--- src/rtl/y_signature_compactor.sv ---
// Compacts the 867-bit response bus into a 32-bit MISR signature over a
// programmed number of valid samples, controlled by a start/done handshake.
module y_signature_compactor #(
  parameter int               IN_W  = 867,
  parameter int               SIG_W = 32,
  parameter logic [SIG_W-1:0] POLY  = 32'h04C11DB7,
  parameter logic [SIG_W-1:0] SEED  = 32'hFFFFFFFF,
  parameter int               CNT_W = 16
) (
  input  logic             clk,
  input  logic             rst_n,
  input  logic             start,
  input  logic [CNT_W-1:0] num_cycles,
  input  logic [IN_W-1:0]  y_in,
  input  logic             y_valid,
  output logic             busy,
  output logic             done,
  output logic [SIG_W-1:0] signature,
  output logic [CNT_W-1:0] sample_count
);

  localparam int NUM_WORDS = (IN_W + SIG_W - 1) / SIG_W;

  typedef enum logic [1:0] {
    IDLE,
    RUN,
    DONE
  } state_t;

  state_t                   state, state_next;
  logic [CNT_W-1:0]         target, target_next;
  logic [CNT_W-1:0]         count_next;
  logic [CNT_W-1:0]         count_inc;
  logic [SIG_W-1:0]         sig_next;
  logic [SIG_W-1:0]         fold;
  logic [SIG_W-1:0]         misr;
  logic [NUM_WORDS*SIG_W-1:0] y_ext;

  // Bits i and i+32 alias onto the same fold bit; that loss is accepted.
  always_comb begin
    y_ext = '0;
    y_ext[IN_W-1:0] = y_in;
    fold = '0;
    for (int k = 0; k < NUM_WORDS; k++) begin
      fold = fold ^ y_ext[k*SIG_W +: SIG_W];
    end
  end

  assign misr = {signature[SIG_W-2:0], 1'b0}
              ^ (signature[SIG_W-1] ? POLY : '0)
              ^ fold;

  assign count_inc = sample_count + CNT_W'(1);

  always_comb begin
    state_next  = state;
    sig_next    = signature;
    count_next  = sample_count;
    target_next = target;
    case (state)
      IDLE, DONE: begin
        // A sample arriving alongside start belongs to no run and is dropped.
        if (start) begin
          sig_next    = SEED;
          count_next  = '0;
          target_next = num_cycles;
          state_next  = (num_cycles == '0) ? DONE : RUN;
        end
      end
      RUN: begin
        if (y_valid) begin
          sig_next   = misr;
          count_next = count_inc;
          if (count_inc == target) begin
            state_next = DONE;
          end
        end
      end
      default: state_next = IDLE;
    endcase
  end

  always_ff @(posedge clk or negedge rst_n) begin
    if (!rst_n) begin
      state        <= IDLE;
      signature    <= SEED;
      sample_count <= '0;
      target       <= '0;
    end else begin
      state        <= state_next;
      signature    <= sig_next;
      sample_count <= count_next;
      target       <= target_next;
    end
  end

  assign busy = (state == RUN);
  assign done = (state == DONE);

endmodule

--- config.mk ---
export PLATFORM = sky130hd
export DESIGN_NAME = y_signature_compactor
export DESIGN_NICKNAME = d
export VERILOG_FILES = /design/src/rtl/y_signature_compactor.sv
export SDC_FILE = /design/constraint.sdc
export NUM_CORES = 1
export LEC_CHECK = 0
export ABC_AREA = 1
export CAP_MARGIN = 20
export CORE_AREA = 2 2 364 366
export CTS_BUF_LIST = sky130_fd_sc_hd__clkbuf_8
export DETAILED_ROUTE_END_ITERATION = 6
export DIE_AREA = 0 0 366 368
export GPL_ROUTABILITY_DRIVEN = 0
export PLACE_DENSITY_LB_ADDON = 0.15
export RECOVER_POWER = 25
export SYNTH_ARGS = -nofsm -noshare
export SYNTH_HDL_FRONTEND = slang
export SYNTH_SLANG_ARGS = --single-unit
--- constraint.sdc ---
create_clock -name clk -period 3.2 [get_ports clk]
set_input_delay 0.48 -clock clk [delete_from_list [all_inputs] [get_ports clk]]
set_output_delay 0.48 -clock clk [all_outputs]
set_load 0.01 [all_outputs]
### Yosys cells after proc, flatten, opt, wreduce, memory -nomap -nowiden

Index checks and enable logic that the tools add are counted.

* input port bits: 887
* register bits after elaboration: 66
* logic and storage cells: 59

* reduce and logical (&&, ||, !) cells: 7
* mux-type cells: 12
* add/subtract/negate cells: 1
* equal/unequal tests: 6
* bitwise gates (word level): 29

Operators with widths (count)
* $xor A32 B32 Y32: 27
* $mux W32: 2
* $pmux W32 S2: 1
* $mux W16: 2
* $pmux W16 S2: 1
* $xor A32 B27 Y32: 1
* $xor A32 B3 Y32: 1
* $mux W27: 1
* $add A16 B1 Y16 const B: 1
* $eq A16 B16 Y1: 1
* $logic_not A16 Y1: 1
* $mux W2: 4
* $reduce_and A3 Y1: 2
* $ne A2 B2 Y1 const B: 2
* $pmux W2 S2: 1
* $eq A2 B1 Y1 const B: 1
* $eq A2 B2 Y1 const B: 1
* $logic_not A2 Y1: 1
* $ne A2 B1 Y1 const B: 1
* $reduce_and A2 Y1: 1
* $reduce_bool A2 Y1: 1
* $reduce_or A2 Y1: 1

### Depth between registers and ports, before layout

Gate-level depths: netlist of the first run.

* depth after elaboration: 30
* depth in mapped cells: 19
* mapped depth without buffers: 19

### Least setup slack after synthesis of the first run

No wires, ideal clock.

* path type: register -> register
* start: reg sample_count[1]
* end: reg state[1]
* arrival time: 1646 ps
* data required time: 3083 ps
* path buffers: 0
* setup time: 117 ps
* slack: 1436 ps
* stages on the path, launching flop included: 13
* path through: dfrtp_1 > ha_1 > nand3_1 > nor2_1 > nand2_1 > nor2_1 > xnor3_1 > nand2_1 > nor2_1 > nand3_1 > nand2_1 > nand3_1 > nand2_1

* cells in the longest elaborated chain, start to end: 4

RTL lines
* from (decl): line 19 `output logic [CNT_W-1:0] sample_count`
* from (signal assigned): line 92 `sample_count <= count_next;`
* $add A16 B1 Y16: line 53 `assign count_inc = sample_count + CNT_W'(1);`
* $eq A16 B16 Y1: line 74 `if (count_inc == target) begin`
* $ne A2 B1 Y1 (no line)
* $reduce_and A3 Y1 (no line)
* to (signal assigned): line 90 `state <= state_next;`
* to (decl): line 30 `state_t state, state_next;`

No other way between the ends.
A chain may end at the register's enable or synchronous reset.

### Final worst setup path of the first run

* start: reg signature[31]
* end: out signature[31]

RTL lines
* from (decl): line 18 `output logic [SIG_W-1:0] signature,`
* from (signal assigned): line 91 `signature <= sig_next;`

No word-level cell between the ends.

==> flow_summary.ini, run 1 <==
[clocking]
clk_latency_ns = 0.45
clock_path_buffers = 2
clk_pin_slew_ns = 0.11
root_buffer = clkbuf_8
cts_resized = 0
htreeDepth = 3
cts_hold_buf = 0
cts.sinks = 66
post-cts-setup-buffer-count = 0
cts_buffers = 9
cts_tree = yes

[finish]
area_growth_pct = 83.4
drive_above_1_share_pct = 4.26
instances_no_fill = 5043
nNetsFinal = 4168

[floorplanning]
core_area_um2 = 131000
fp.dieW_um = 366
start_util_pct = 10.9
io_pins = 937
dieArea_um2 = 135000
die_height_um = 368
rows = 133

[timing]
period_minus_slack_ns = 2.56
skew_ns = 0.0404
setup-violations-final = 0
worst_slack_ns = 0.645
rsz0062_at_grt = no
slew_viol_final = 46
min_period_over_period_pct = 79.9
relSlewSlack_pct = -11.2
tns_ns = 0
hold_viol = 0
worstMarginPinSlew_ns = 1.67
max_freq_mhz = 391

[yosys]
synth_area_leaders = nand2_1 (22%), xnor2_1 (21%), xor2_1 (17%)
yosys.cell_types.count = 32
yosysTopAreaCell = nand2_1
synth_nets = 3214
netlist_area_um2 = 14200
yosysSeqAreaShare_pct = 11.9
async_flop_share_pct = 100
synth_edf_count = 0
synth_area_per_cell_um2 = 6.12
ys_ff_latch = 66
yosysWarnings = 0
synthCells = 2326
synth_top_cell_area_share_pct = 21.6
synth-main-ff-cell = dfrtp_1

[place]
place_ws_ns = 0.704
io_buffer_count = 936
hpwl_um = 77000
place_inst = 5024

[hold_path]
worstHoldPathType = input port to async pin

[route]
routed_wirelength_um = 84000
first_pass_iters = 4
vias_per_cell = 3.27
post-route-drc-count = 0
num_vias = 16500
wire_per_inst_um = 16.7
drtAntennaViolNets = 0
dr.first_iter.drc_count = 400

[worst_setup_path]
worstPathArrival_ns = 2.08
worst_path_max_delay_cell = dfstp_2
reg2reg_from = sample_count[0]$_DFFE_PN0P_
worstSetupPathType = register to output port
startpoint_type = register
crit_chain = buf_4 > clkdlybuf4s50_1
timing.rr.end = state[1]$_DFFE_PN0P_
endpoint_kind = output port
worstPathRequired_ns = 2.72
rr_worst_depth = 12
critPathLaunch = signature[31]$_DFFE_PN1P_
rrSetupSlack_ns = 0.84
cpPeakStageDelay_ns = 0.65
cp_max_fo = 13

[outcome]
status = finished, violations left
violations = max-capacitance violations, max-slew violations

[pwr]
power_mw = 9.48
powerDensity_nw_per_um2 = 363
vdd_drop_max_v = 0.000230
p_leak_nw = 12.0

[global_routing]
antenna_found_initial = 13
grt_start_max_net_pins = 46
grt_pass1_wl_um = 117000
grt_pass1_vias = 16700
track_usage_pct = 12.2
grt_overflow = 0

[run]
maxCapViolCount = 1
## kinds of logic (layout without fill, tap and decap cells)
| logic type | after synthesis | in the layout | synth area share (%) |
|---|---|---|---|
| and+or+nand+nor | 1203 | 1203 | 35.8 |
| xor gates and xnor gates | 628 | 628 | 39.7 |
| buffers and inverters | 382 | 1341 | 10.3 |
| DFF | 66 | 66 | 11.9 |
| AOI/OAI and AO/OA | 34 | 34 | 1.32 |
| muxes | 12 | 12 | 0.949 |
| adders and majority gates | 1 | 1 | 0.0879 |
| other | 0 | 3 | 0 |
## cell usage in the layout, fill, tap and decap left out, drive strengths merged
master and instances:
clkbuf 11, xnor3 11, mux2 12, ha 1, buf 19, bufinv 2
nor2 85, or2 49, diode 3, nor3 4, nor4 4, clkdlybuf4s50 935
xnor2 336, clkinv 4, nand2 820, dfrtp 34, dfstp 32, nand4 10
nand3b 35, o21ai 6, a21oi 14, xor2 281, nand3 196, inv 370
o22ai 14
## worst max path at each step
stage,end,slack (ns),cells past startpoint
finish,signature[31],0.64,2
global route,signature[31],0.48,2
CTS,signature[31],0.48,2
detailed placement,signature[31]$_DFFE_PN1P_,0.70,9
global placement,signature[31]$_DFFE_PN1P_,0.71,9
floorplan,state[1]$_DFFE_PN0P_,1.44,12
## per-stage QoR
step	instance area (µm²)	hold WS, ns	utilization [%]
2_1_floorplan	14200	0.184	-
3_3_place_gp	25900	0.513	19.8
3_5_place_dp	25900	0.517	19.8
4_1_cts	26100	0.123	20.0
5_1_grt	26100	0.518	20.0
6_report	26100	0.448	20.0
## layer usage
layer / global-route usage [%] / wire length (µm)
met5: 0 / 63
met4: 1.17 / 474
met3: 3.30 / 5220
met2: 23.6 / 44500
met1: 13.5 / 33800
## cell usage after synthesis, types with 10 or more instances
cell type	number
inv_1	366
nor2_1	81
xnor3_1	11
mux2_2	12
xnor2_1	336
dfrtp_1	34
nand2_1	820
nand4_1	10
xor2_1	281
dfstp_2	32
nand3b_1	35
a21oi_1	14
nand3_1	195
o22ai_1	14
or2_2	49
## registers in the layout, indices dropped and copies added (netlist names)
name	count
sample_count	16
state	2
signature	32
target	16
## critical path, delay by kind of cell (launching register included)
family	cells	cell delay [ns]
flip-flops	1	0.65
buffers and inverters	2	0.97
## layout make-up
| cell class | count | area (µm²) |
|---|---|---|
| fill | 14800 | 105000 |
| multi-input combinational | 1878 | 11100 |
| timing repair buffer | 956 | 9510 |
| tap | 1755 | 2200 |
| sequential | 66 | 1690 |
| inverter | 369 | 1390 |
| clock buffer | 9 | 124 |
| clock inverter | 7 | 100 |
| antenna | 3 | 7.51 |
## where the power goes
part | internal (mW) | switching (mW) | leakage (nW)
logic | 3.29 | 3.53 | 11.1
registers | 1.26 | 0.440 | 0.771
clock network | 0.447 | 0.518 | 0.114
total | 4.99 | 4.49 | 12.0
No activity file was read; power rests on OpenSTA's default activity.
==> run 2: changes to the inputs <==
clock period = 2.2 ns   (was 3.2 ns; I/O delays follow)
==> flow_summary.ini, run 2 (synthesis gave the netlist of run 1 again) <==
[place]
place_inst = 5081
dpl_cell_area_um2 = 26400
io_buffer_count = 936
hpwl_um = 77500
place_ws_ns = -0.184

[worst_setup_path]
worst_path_max_delay_cell = dfstp_4
worstSetupPathType = register to output port
timing.rr.end = signature[23]$_DFFE_PN1P_
endpoint_kind = output port
rrSetupSlack_ns = 0.20
critPathTopFamily = flip-flops
worstPathRequired_ns = 1.87
critical_path_buf_inv_count = 1
cpPeakStageDelay_ns = 0.71
cp_max_fo = 3
startpoint_type = register
critPathLaunch = signature[22]$_DFFE_PN1P_
crit_chain = clkdlybuf4s50_1
worstPathArrival_ns = 1.74
rr_worst_depth = 10
reg2reg_from = signature[31]$_DFFE_PN1P_

[route]
first_pass_iters = 4
post-route-drc-count = 0
routed_wirelength_um = 84400
wire_per_inst_um = 16.5
dr.first_iter.drc_count = 554
num_vias = 16700
vias_per_cell = 3.26
drtAntennaViolNets = 0

[timing]
period_minus_slack_ns = 2.07
skew_ns = 0.0186
relSlewSlack_pct = 37.7
rsz0062_at_grt = yes
max_freq_mhz = 484
hold_slack_ns = 0.535
setup-violations-final = 0
worst_slack_ns = 0.132
worstMarginPinSlew_ns = 0.934
slew_viol_final = 0
tns_ns = 0
min_period_over_period_pct = 94.0
hold_viol = 0

[pwr]
powerDensity_nw_per_um2 = 529
power_frac_comb_pct = 74.4
vdd_drop_max_v = 0.000250
power_mw = 14.1
p_sw_mw = 6.60
swShare_pct = 46.8
p_leak_nw = 12.3
p_clk_share_pct = 8.0
power_frac_seq_pct = 17.6
p_int_mw = 7.49

[finish]
instances_no_fill = 5105
top_regs = signature (32), sample_count (16), target (16)
largest_reg_flops = 32
final_design_area_no_fill_um2 = 26600
regMostFlops = signature
final_cell_mix = clkdlybuf4s50_1 (932), nand2_1 (818), inv_1 (367)
fin_util_pct = 20.4
area_growth_pct = 87.1
nNetsFinal = 4229
final_common_cell = clkdlybuf4s50_1
drive_above_1_share_pct = 6.28

[global_routing]
grt_start_max_net_pins = 31
grt_overflow = 0
grt_pass1_wl_um = 119000
track_usage_pct = 12.3
antenna_found_initial = 9
grt_pass1_vias = 17400

[floorplanning]
fp.dieW_um = 366
io_pins = 937
core_area_um2 = 131000
die_height_um = 368
start_util_pct = 10.9
rows = 133
dieArea_um2 = 135000

[clocking]
cts.sinks = 66
cts_buffers = 9
clk_latency_ns = 0.42
clk_pin_slew_ns = 0.11
root_buffer = clkbuf_8
clock_path_buffers = 2
htreeDepth = 3
cts_tree = yes

[hold_path]
hold_depth = 2
worstHoldPathType = register to register
worstHoldStart = signature[29]$_DFFE_PN1P_
hold_path_end = signature[29]$_DFFE_PN1P_

[outcome]
status = finished clean

[run]
maxCapViolCount = 0
-- run 2: repair_timing --
item                                    4_1_cts  5_1_grt
endpoints found under the hold margin        24        0
pin swaps                                     1        1
gates resized for setup                       6       14
endpoints found under the setup margin        3        4
hold buffers                                  1        0
setup buffers                                 3        0
-- run 2: layout make-up --
class,instances,area [µm²]
diodes,4,10.0
clock buffers,10,138
clock inverters,6,36.3
fillers,14800,104000
inverters,369,1390
multi-input cells,1878,11100
flip-flops and latches,66,1700
well taps,1755,2200
repair buffers,1017,10000
-- run 2: worst max-delay path by stage --
stage / endpoint / slack [ns] / depth (start not counted)
2_1_floorplan: state[1]$_DFFE_PN0P_ / 0.44 / 12
3_3_place_gp: signature[6]$_DFFE_PN1P_ / -0.21 / 14
3_5_place_dp: signature[6]$_DFFE_PN1P_ / -0.18 / 14
4_1_cts: signature[22] / 0.003 / 1
5_1_grt: state[1]$_DFFE_PN0P_ / -0.02 / 12
6_report: signature[22] / 0.13 / 1
-- run 2: power by group through the flow --
stage	registers [mW]	logic, mW	clock network (mW)
final	2.49	10.5	1.13
after global routing	2.60	11.9	1.30
after CTS	2.56	10.8	1.30
after detailed placement	2.57	10.6	0
after global placement	2.56	10.6	0
after floorplan	2.35	5.34	0
-- run 2: routing by layer --
layer | part of all wire, % | routed length [µm] | GRT usage, %
met5 | 0.031 | 26 | 0
met4 | 0.62 | 524 | 1.36
met3 | 5.3 | 4440 | 2.56
met2 | 53 | 44700 | 23.8
met1 | 41 | 34700 | 14.0
==> run 3: changes to the inputs <==
clock period = 2.1 ns   (was 2.2 ns; I/O delays follow)
==> flow_summary.ini, run 3 (synthesis gave the netlist of run 1 again) <==
[outcome]
status = finished, violations left
violations = design-rule violations

[pwr]
p_clk_share_pct = 9.0
p_int_mw = 8.06
p_sw_mw = 7.13
powerDensity_nw_per_um2 = 565
power_mw = 15.2
swShare_pct = 46.9
power_frac_comb_pct = 73.8
power_frac_seq_pct = 17.2
p_leak_nw = 12.5
vdd_drop_max_v = 0.000258

[finish]
seqCellArea_um2 = 1700
top_regs = signature (32), sample_count (16), target (16)
largest_reg_flops = 32
instances_no_fill = 5131
final_design_area_no_fill_um2 = 26900
final_cell_mix = clkdlybuf4s50_1 (925), nand2_1 (818), inv_1 (365)
regMostFlops = signature
final_common_cell = clkdlybuf4s50_1
nNetsFinal = 4253
multiInputGateArea_um2 = 11200
area_growth_pct = 88.9
drive_above_1_share_pct = 7.24
fill_cells = 14800

[global_routing]
grt_util_met3_pct = 3.12
grt_overflow = 0
grt_pass1_wl_um = 119000
grtUsageMet2_pct = 23.7
grt_pass1_vias = 17200
antenna_found_initial = 17
track_usage_pct = 12.4
grt_start_max_net_pins = 35
top_usage_layer = met2
met1_usage_pct = 13.8

[worst_setup_path]
worstSetupPathType = register to output port
startpoint_type = register
worst_path_max_delay_cell = clkdlybuf4s50_1
crit_chain = buf_6 > buf_4 > clkdlybuf4s50_1
critPathLaunch = sample_count[0]$_DFFE_PN0P_
worstPathRequired_ns = 1.78
timing.rr.end = state[0]$_DFFE_PN0P_
endpoint_kind = output port
cp_max_fo = 4
reg2reg_from = sample_count[0]$_DFFE_PN0P_
rrSetupSlack_ns = 0.18
cpPeakStageDelay_ns = 0.60
worstPathArrival_ns = 1.69
rr_worst_depth = 11

[clocking]
cts.sinks = 66
clk_pin_slew_ns = 0.11
cts_tree = yes
htreeDepth = 3
clock_path_buffers = 2
cts_buffers = 9
clk_latency_ns = 0.43
root_buffer = clkbuf_8

[route]
routed_wirelength_um = 85400
vias_per_cell = 3.25
drtAntennaViolNets = 0
wire_per_inst_um = 16.6
dr.first_iter.drc_count = 513
post-route-drc-count = 1
num_vias = 16700
first_pass_iters = 7

[floorplanning]
dieArea_um2 = 135000
rows = 133
io_pins = 937
start_util_pct = 10.9
die_height_um = 368
core_area_um2 = 131000
fp.dieW_um = 366

[run]
maxCapViolCount = 0

[timing]
skew_ns = 0.0259
min_period_over_period_pct = 95.3
rsz0062_at_grt = yes
setup-violations-final = 0
max_freq_mhz = 500
relSlewSlack_pct = 21.1
slew_viol_final = 0
worstMarginPinSlew_ns = 1.18
period_minus_slack_ns = 2.00
hold_slack_ns = 0.507
hold_viol = 0

[hold_path]
worstHoldStart = num_cycles[15]
hold_path_end = target[15]$_DFFE_PN0P_
hold_depth = 3
worstHoldPathType = input port to register

[place]
dpl_cell_area_um2 = 26500
hpwl_um = 77600
place_inst = 5098
io_buffer_count = 936
==> run 3: cell count changes in the layout (fill, tap and decap cells not counted), sizes merged, moves of 2 or more <==
cell	delta
diode	+2
buf	+23
dlygate4sd2	+7
clkdlybuf4s50	-7
==> run 3: worst max-delay path by stage <==
stage,to,cells past startpoint
global placement,signature[19]$_DFFE_PN1P_,14
global route,state[1]$_DFFE_PN0P_,14
finish,sample_count[0],3
CTS,busy,3
detailed placement,signature[31]$_DFFE_PN1P_,12
floorplan,state[1]$_DFFE_PN0P_,12
==> run 3: what timing repair did <==
action	CTS	global route
pin swaps	0	5
buffers inserted	4	6
hold buffers	1	0
endpoints found under the setup margin	9	5
gates resized for setup	13	23
hold endpoints to repair	25	0
==> run 3: area by class of cell <==
type / count / share of cell area [%]
inverters: 369 / 5.15
diodes: 6 / 0.0558
clock buffers: 9 / 0.461
flip-flops and latches: 66 / 6.33
clock inverters: 7 / 0.288
repair buffers: 1041 / 38.0
multi-input cells: 1878 / 41.5
well taps: 1755 / 8.16
==> run 3: layer usage <==
layer,part of all wire [%],wire [µm]
met3,6.3,5390
met1,40,34400
met4,1.1,981
met2,52,44500
met5,0.068,58
==> run 3: worst max-delay path, delay by kind of cell, from the launching register on <==
family / cells / cell delay [ns]
buffers and inverters: 3 / 0.86
DFF: 1 / 0.42
==> run 3: through the flow <==
stage / TNS, ns / worst slack [ns] / utilization, %
floorplan: 0 / 0.336 / -
global placement: -2.30 / -0.295 / 20.3
detailed placement: -2.44 / -0.268 / 20.3
CTS: 0 / 0.00182 / 20.5
global route: -0.0237 / -0.0202 / 20.6
finish: 0 / 0.0983 / 20.6
==> run 3: power by group through the flow <==
stage / clock network (mW) / registers (mW) / logic, mW
finish: 1.36 / 2.61 / 11.2
global route: 1.54 / 2.73 / 12.7
CTS: 1.53 / 2.67 / 11.5
detailed placement: 0 / 2.70 / 11.3
global placement: 0 / 2.69 / 11.3
floorplan: 0 / 2.46 / 5.59
